## src/rtl/mem_access_ctrl_if.sv

```systemverilog
// Pipeline-side request/response and data-memory strobe bundle for mem_access_ctrl.
// The slave modport is the controller; the master modport is the pipeline plus memory.
interface mem_access_ctrl_if;
  logic        mem_r_en;
  logic        mem_w_en;
  logic [31:0] address;
  logic [31:0] w_data;
  logic        freeze;
  logic        ready;
  logic        addr_fault;
  logic [31:0] r_data;
  logic        mem_read;
  logic        mem_write;
  logic [31:0] mem_address;
  logic [31:0] mem_wdata;
  logic [31:0] mem_rdata;

  modport master (
    output mem_r_en, mem_w_en, address, w_data, mem_rdata,
    input  freeze, ready, addr_fault, r_data, mem_read, mem_write, mem_address, mem_wdata
  );

  modport slave (
    input  mem_r_en, mem_w_en, address, w_data, mem_rdata,
    output freeze, ready, addr_fault, r_data, mem_read, mem_write, mem_address, mem_wdata
  );
endinterface

```

## src/rtl/mem_access_ctrl.sv

```systemverilog
// Multi-cycle load/store controller: stalls the pipeline while strobing the data memory
// for a fixed number of wait cycles, rejecting illegal addresses without touching memory.
module mem_access_ctrl #(
  parameter int unsigned WAIT_CYCLES = 4,
  parameter int unsigned BASE_ADDR   = 1024,
  parameter int unsigned MEM_BYTES   = 64
) (
  input  logic             clk,
  input  logic             rst_n,
  mem_access_ctrl_if.slave bus
);

  localparam int unsigned     CntW    = $clog2(WAIT_CYCLES + 1);
  localparam logic [CntW-1:0] CntLoad = CntW'(WAIT_CYCLES - 1);
  localparam logic [31:0]     AddrLo  = 32'(BASE_ADDR);
  localparam logic [31:0]     AddrHi  = 32'(BASE_ADDR + MEM_BYTES - 4);

  typedef enum logic [1:0] {StIdle, StBusy, StDone} state_e;

  state_e          state_q, state_d;
  logic [CntW-1:0] cnt_q, cnt_d;
  logic [31:0]     addr_q, addr_d;
  logic [31:0]     wdata_q, wdata_d;
  logic [31:0]     r_data_q, r_data_d;
  logic            write_q, write_d;
  logic            fault_q, fault_d;

  logic        req, legal;
  logic        freeze, ready, addr_fault, mem_read, mem_write;
  logic [31:0] mem_address, mem_wdata;

  assign req   = bus.mem_r_en | bus.mem_w_en;
  assign legal = (bus.address[1:0] == 2'b00) && (bus.address >= AddrLo) &&
                 (bus.address <= AddrHi) && (bus.mem_r_en ^ bus.mem_w_en);

  always_comb begin
    state_d     = state_q;
    cnt_d       = cnt_q;
    addr_d      = addr_q;
    wdata_d     = wdata_q;
    r_data_d    = r_data_q;
    write_d     = write_q;
    fault_d     = fault_q;
    freeze      = 1'b0;
    ready       = 1'b0;
    addr_fault  = 1'b0;
    mem_read    = 1'b0;
    mem_write   = 1'b0;
    mem_address = '0;
    mem_wdata   = '0;

    unique case (state_q)
      StIdle: begin
        if (req) begin
          freeze  = 1'b1;
          addr_d  = bus.address;
          wdata_d = bus.w_data;
          write_d = bus.mem_w_en;
          fault_d = ~legal;
          cnt_d   = CntLoad;
          if (legal) begin
            state_d = StBusy;
          end else begin
            // Clear now so the zeroed result is already visible during DONE.
            r_data_d = '0;
            state_d  = StDone;
          end
        end
      end
      StBusy: begin
        freeze      = 1'b1;
        mem_address = addr_q;
        mem_wdata   = wdata_q;
        mem_read    = ~write_q;
        // Single-cycle write strobe gives exactly one negedge commit per store.
        mem_write   = write_q && (cnt_q == '0);
        cnt_d       = cnt_q - CntW'(1);
        if (cnt_q == '0) begin
          cnt_d   = '0;
          state_d = StDone;
          if (!write_q) r_data_d = bus.mem_rdata;
        end
      end
      StDone: begin
        ready      = 1'b1;
        addr_fault = fault_q;
        state_d    = StIdle;
      end
      default: state_d = StIdle;
    endcase
  end

  always_ff @(posedge clk or negedge rst_n) begin
    if (!rst_n) begin
      state_q  <= StIdle;
      cnt_q    <= '0;
      addr_q   <= '0;
      wdata_q  <= '0;
      r_data_q <= '0;
      write_q  <= 1'b0;
      fault_q  <= 1'b0;
    end else begin
      state_q  <= state_d;
      cnt_q    <= cnt_d;
      addr_q   <= addr_d;
      wdata_q  <= wdata_d;
      r_data_q <= r_data_d;
      write_q  <= write_d;
      fault_q  <= fault_d;
    end
  end

  assign bus.freeze      = freeze;
  assign bus.ready       = ready;
  assign bus.addr_fault  = addr_fault;
  assign bus.r_data      = r_data_q;
  assign bus.mem_read    = mem_read;
  assign bus.mem_write   = mem_write;
  assign bus.mem_address = mem_address;
  assign bus.mem_wdata   = mem_wdata;

endmodule

```

## src/flat_wrapper.sv

```systemverilog
// flat-port wrapper written by rule: the top's interface ports become plain ports
module mem_access_ctrl_flat 
#(
  parameter int unsigned WAIT_CYCLES = 4,
  parameter int unsigned BASE_ADDR   = 1024,
  parameter int unsigned MEM_BYTES   = 64
)
  (clk, rst_n, bus_mem_r_en, bus_mem_w_en, bus_address, bus_w_data, bus_mem_rdata, bus_freeze, bus_ready, bus_addr_fault, bus_r_data, bus_mem_read, bus_mem_write, bus_mem_address, bus_mem_wdata);
  mem_access_ctrl_if bus_i ();
  input  logic clk;
  input  logic rst_n;
  input wire logic [$bits(bus_i.mem_r_en)-1:0] bus_mem_r_en;
  input wire logic [$bits(bus_i.mem_w_en)-1:0] bus_mem_w_en;
  input wire logic [$bits(bus_i.address)-1:0] bus_address;
  input wire logic [$bits(bus_i.w_data)-1:0] bus_w_data;
  input wire logic [$bits(bus_i.mem_rdata)-1:0] bus_mem_rdata;
  output wire logic [$bits(bus_i.freeze)-1:0] bus_freeze;
  output wire logic [$bits(bus_i.ready)-1:0] bus_ready;
  output wire logic [$bits(bus_i.addr_fault)-1:0] bus_addr_fault;
  output wire logic [$bits(bus_i.r_data)-1:0] bus_r_data;
  output wire logic [$bits(bus_i.mem_read)-1:0] bus_mem_read;
  output wire logic [$bits(bus_i.mem_write)-1:0] bus_mem_write;
  output wire logic [$bits(bus_i.mem_address)-1:0] bus_mem_address;
  output wire logic [$bits(bus_i.mem_wdata)-1:0] bus_mem_wdata;
  assign bus_i.mem_r_en = bus_mem_r_en;
  assign bus_i.mem_w_en = bus_mem_w_en;
  assign bus_i.address = bus_address;
  assign bus_i.w_data = bus_w_data;
  assign bus_i.mem_rdata = bus_mem_rdata;
  assign bus_freeze = bus_i.freeze;
  assign bus_ready = bus_i.ready;
  assign bus_addr_fault = bus_i.addr_fault;
  assign bus_r_data = bus_i.r_data;
  assign bus_mem_read = bus_i.mem_read;
  assign bus_mem_write = bus_i.mem_write;
  assign bus_mem_address = bus_i.mem_address;
  assign bus_mem_wdata = bus_i.mem_wdata;
  mem_access_ctrl #(.WAIT_CYCLES(WAIT_CYCLES), .BASE_ADDR(BASE_ADDR), .MEM_BYTES(MEM_BYTES)) u_core (.clk(clk), .rst_n(rst_n), .bus(bus_i));
endmodule
```

## config.mk

```make
export PLATFORM = sky130hd
export DESIGN_NAME = mem_access_ctrl_flat
export DESIGN_NICKNAME = d
export VERILOG_FILES = /design/src/rtl/mem_access_ctrl_if.sv /design/src/rtl/mem_access_ctrl.sv /design/src/flat_wrapper.sv
export SDC_FILE = /design/constraint.sdc
export NUM_CORES = 1
export LEC_CHECK = 0
export BUFFER_PORTS_ARGS = -buffer_cell sky130_fd_sc_hd__buf_2
export CAP_MARGIN = 20
export CORE_MARGIN = 2
export CORE_UTILIZATION = 49
export DETAILED_ROUTE_END_ITERATION = 6
export PLACE_DENSITY = 0.8
export SLEW_MARGIN = 20
export SYNTH_ARGS = -nofsm -noshare
export SYNTH_HDL_FRONTEND = slang
export SYNTH_SLANG_ARGS = --single-unit
export TNS_END_PERCENT = 1
```

## constraint.sdc

```tcl
create_clock -name clk -period 2.2 [get_ports clk]
set_input_delay 0.11 -clock clk [delete_from_list [all_inputs] [get_ports clk]]
set_output_delay 0.11 -clock clk [all_outputs]
set_load 0.01 [all_outputs]
```

Word-level counts from Yosys, hierarchy flattened:

Index checks and enable logic that the tools add are counted.

* register bits: 103
* input port bits: 100
* output and inout port bits: 101
* word-level logic and storage cells: 52

* $add $sub $neg: 1
* reductions and logical operators: 12
* eq/ne operators: 6
* bitwise operators: 4
* mux-type cells: 20
* $lt $le $gt $ge: 2

Operator list (count)
* $mux W32: 6
* $pmux W32 S2: 1
* $ge A32 B11 Y1 const B: 1
* $le A32 B11 Y1 const B: 1
* $mux W2: 3
* $mux W3: 2
* $pmux W3 S2: 1
* $reduce_and A2 Y1: 3
* $mux W1: 5
* $reduce_and A5 Y1: 1
* $logic_and A1 B1 Y1: 4
* $logic_not A2 Y1: 2
* $ne A2 B1 Y1 const B: 2
* $ne A2 B2 Y1 const B: 2
* $pmux W2 S2: 1
* $logic_not A3 Y1: 1
* $sub A3 B1 Y3 const B: 1
* $eq A2 B1 Y1 const B: 1
* $eq A2 B2 Y1 const B: 1
* $not A1 Y1: 2
* $pmux W1 S2: 1
* $reduce_bool A2 Y1: 1
* $or A1 B1 Y1: 1
* $xor A1 B1 Y1: 1

Logic depth before layout (Yosys ltp):

* word-level depth: 7
* gate-level depth with buffers: 7
* mapped depth without buffers: 6

Worst setup path before layout:

No wires, ideal clock.

* path kind: flip-flop to flip-flop
* start point: reg u_core.state_q[1]
* end point: reg u_core.addr_q[11]
* required time: 2.075 ns
* cell stages (with the launch flop): 5
* buffers on the path: 2
* setup time: 0.125 ns
* arrival: 1.422 ns
* setup slack: 0.654 ns
* path through: dfrtp_1 > buf_2 > nor3_2 > buf_2 > mux2_2

* word-level cells in the longest chain between the ends: 2

Ends and longest elaborated chain
* from (decl): line mem_access_ctrl.sv:20 `state_e state_q, state_d;`
* from (signal assigned): line mem_access_ctrl.sv:95 `state_q <= StIdle;`
* from (signal assigned): line mem_access_ctrl.sv:103 `state_q <= state_d;`
* $logic_not A2 Y1: line mem_access_ctrl.sv:52 `unique case (state_q)`
* $reduce_and A2 Y1 (no line)
* to (signal assigned): line mem_access_ctrl.sv:105 `addr_q <= addr_d;`
* to (decl): line mem_access_ctrl.sv:22 `logic [31:0] addr_q, addr_d;`

Every way passes these cells.
A chain may end at the register's enable or synchronous reset.

Worst setup path after layout:

* start point: in bus_mem_w_en
* end point: reg u_core.r_data_q[20] (netlist: u_core.bus.r_data[20])

* word-level cells in the longest chain between the ends: 4
* elaborated cells between the ends (all ways): 6

Ends and longest elaborated chain
* from (decl): line flat_wrapper.sv:13 `input wire logic [$bits(bus_i.mem_w_en)-1:0] bus_mem_w_en;`
* $xor A1 B1 Y1: line mem_access_ctrl.sv:34 `(bus.address <= AddrHi) && (bus.mem_r_en ^ bus.mem_w_en);`
* $logic_and A1 B1 Y1: line mem_access_ctrl.sv:34
* $ne A2 B2 Y1 (no line)
* $reduce_and A5 Y1 (no line) *
* to (signal assigned): line mem_access_ctrl.sv:107 `r_data_q <= r_data_d;`
* to (decl): line mem_access_ctrl.sv:24 `logic [31:0] r_data_q, r_data_d;`

Mark *: on every way between the ends. The rest lies on a longest branch, timed or not.

==> results.md <==
* Status: finished, final reports clean
* Post-DRT Antenna Nets at 0
* Placed instance area at 6200 um2
* GR Layer Usage met1 at 31.4%
* Aggregate global-route resource usage at 24.3%
* Power Total at 0.00425 W
* Synthesis-stage register bit count at 103
* Wire per inst at 16.5 um
* Top_reg_cell synth: dfrtp_1
* Routability cong. at just over 0.8
* Post-synthesis sequential area ratio at 50.4%
* CTS buffer count at 9
* Area Growth Syn to Fin at 38.1%
* Initial DRC Count at 201
* First drt pass iteration count at 4
* Crit. End Element: register
* Synth async-reset ratio at 100%
* Rows at 37
* Slowest CP cell: dlygate4sd3_1
* Critical Path AT at 2.24 ns
* Clock Sinks at 103
* GRT overflow at 0
* GR peak layer: met2
* Crit Path Category: input port to register
* Synth Cell Area at 5110 um2
* CTS tree: done
* Dominant cell by count in the synthesized netlist: dfrtp_1
* Fraction of layout instances using a drive strength above 1 at between 40 and 50%
* Hold depth at 3
* Via count at 4326
* Vias in the first global route at 4519
* Antenna violations before repair at 0
* Largest net degree at the start of global routing at 60
* Mapped Cells at 441
* Crit path max fanout at 26
* Met3 usage at 5.40%
* Max stage delay on crit path at between 0.5 and 0.6 ns
* VDD IR-drop max at 0.518 mV
* Nets at 793
* Initial core utilization at 49.9%
* Dominant cell type by area after synthesis: dfrtp_1
* Most instantiated cells after synthesis: 103 x dfrtp_1, 65 x and2_1, 65 x mux2_2, 34 x nor2b_1, 33 x nand4_1
* Clk slew on worst S/H paths at 0.10 ns
* Top-area cell type share of the netlist area at 50.4%
* Die Area at 11300 um2
* Die H at ~110 um
* ANT cells at 0
* Avg Inst Size Synth at between 10 and 15 um2
* Core area at 10200 um2
* Clk_lat worst skew at ~0.35 ns
* I/O Pins at between 200 and 250
* Vias per cell at 5.19
* Setup Buffers After CTS at 0
* Final Critical Period at 1.97 ns
* Final setup viols at 0
* Ys Warns at 0
* Clock share of power at a little under a third
* Syn_nets at roughly 540
* Fin crit share at 89.5%
* # port buffers at 200
* First-pass GRT wire length at about 22000 um
* Pleak at 3.64 nW
* Worst-margin pin slew at 0.528 ns
* R2R cell count at 3
* Psw at 0.00104 W
* TNS Setup at 0 ns
* Drt drc at 0
* Crit path cell chain: dlygate4sd3_1, buf_2, inv_1, ha_1, nor4b_1, and3_1, nand2_1, buf_4, o21ai_1
* Worst hold slack at 0.0117 ns
* Final hold violation count at 0
* Ranking of synthesized cells by area: dfrtp_1 50%, mux2_2 14%, and2_1 8.0%
* Hpwl dp at between 9000 and 10000 um
* Htree depth at 3
* CP Depth at 9
* Max-Cap Viols at 0
* Logic pwr share at roughly 16%
* Final core occ at 68.9%
* Power Density at between 600 and 700 nW/um2
* Required time worst endpoint at around 2.5 ns
* Worst setup SP type: input port
* Count of unique library cells instantiated by Yosys at 35
* RSZ-0062 raised after global routing: false
* Buf/Inv on CP at 4
* Top Family by Delay on Critical Path: buffers and inverters
* Clock Tree Buf Depth at 2
* EDFF count, synth at 0
* Root Driver: clkbuf_8
* Rel. slew slack at between 60% and 70%
* GR Util met2 at 42.2%
* WL final at 13700 um
* Chip width at 106 um
* Worst hold path class: input port to register
* Switching share of power at 24.5%
* P_int at ~0.0032 W
* CTS resizes at 0
* Final instance area at 7050 um2
* Max Clk Rate at 0.508 GHz
* Pins Over Slew Limit at 0
* Clock skew at approximately 0.011 ns
* Sequential share of power at 52.9%
[cell usage in the layout, fill, tap and decap left out, drive strengths merged]
cell,count
dfrtp,103
o211a,1
nor2b,34
mux2,65
o22ai,1
dlygate4sd3,62
mux2i,32
nand4,33
inv,3
a32oi,1
nand3b,1
o311ai,1
nand3,1
a21oi,1
bufinv,2
ha,1
and4,2
and2,65
o21bai,1
and2b,1
nand2b,1
nor2,5
buf,213
clkbuf,12
nor4b,1
o22a,1
nand2,4
nor4,5
o21a,1
nor3,3
and3,2
or4,1
clkinv,2
o21ai,35
[tightest hold or removal path: stages]
cell	delay (ns)
buf_2	0.08
mux2i_1	0.06
o21ai_1	0.07
[cells by family (layout without fill, tap and decap cells)]
| family | after synthesis | in the layout | synth area share, % |
|---|---|---|---|
| DFF | 103 | 103 | 50.4 |
| AOI/OAI and AO/OA | 43 | 43 | 4.80 |
| buffers and inverters | 38 | 294 | 4.60 |
| adders and majority gates | 1 | 1 | 0.245 |
| muxes | 97 | 97 | 20.6 |
| and+or+nand+nor | 159 | 159 | 19.3 |
[power by group through the flow]
stage	combinational, W	sequential, W	clock, W
after global routing	0.000717	0.00227	0.00146
after CTS	0.000648	0.00223	0.00136
after floorplan	0.000387	0.00222	0
after global placement	0.000546	0.00225	0
final	0.000661	0.00225	0.00134
after detailed placement	0.000573	0.00227	0
[registers in the layout, summed over array words and instances (netlist names)]
name,count
u_core.bus.r_data,32
u_core.state_q,2
u_core.cnt_q,3
u_core.addr_q,32
u_core.wdata_q,32
u_core.write_q,1
u_core.fault_q,1
[area by class of cell]
class | instances | area, um2
Tap cell | 136 | 170
Timing Repair Buffer | 275 | 1750
Inverter | 3 | 11.3
Sequential cell | 103 | 2580
Clock buffer | 12 | 155
Fill cell | 757 | 3180
Multi-Input combinational cell | 300 | 2320
Clock inverter | 4 | 77.6
[per-layer routing]
layer	vias up	routed length [um]
met3	9	897
met4	0	104
li1	2049	-
met2	159	6950
met5	-	0
met1	2109	5800
[final timing paths]
| path | from | to | slack (ns) |
|---|---|---|---|
| min in group asynchronous | rst_n | u_core.wdata_q[19] | 0.26 |
| max | bus_mem_w_en | u_core.bus.r_data[20] | 0.23 |
| max reg2reg | u_core.state_q[0] | u_core.addr_q[22] | 0.50 |
| min reg2reg | u_core.addr_q[28] | u_core.addr_q[28] | 0.51 |
| max in group asynchronous | rst_n | u_core.addr_q[22] | 1.10 |
| min | bus_mem_rdata[13] | u_core.bus.r_data[13] | 0.01 |
[timing repair]
| item | 4_1_cts | 5_1_grt |
|---|---|---|
| endpoints found under the setup margin | 0 | 0 |
| hold buffers | 56 | 6 |
| hold endpoints to repair | 93 | 6 |
[per-stage QoR]
| step | worst slack [ns] | std cells |
|---|---|---|
| global route | 0.126 | 833 |
| CTS | 0.299 | 827 |
| finish | 0.230 | 833 |
| floorplan | 0.654 | 441 |
| global placement | 0.532 | 755 |
| detailed placement | 0.494 | 755 |
No activity file was read; power rests on OpenSTA's default activity.
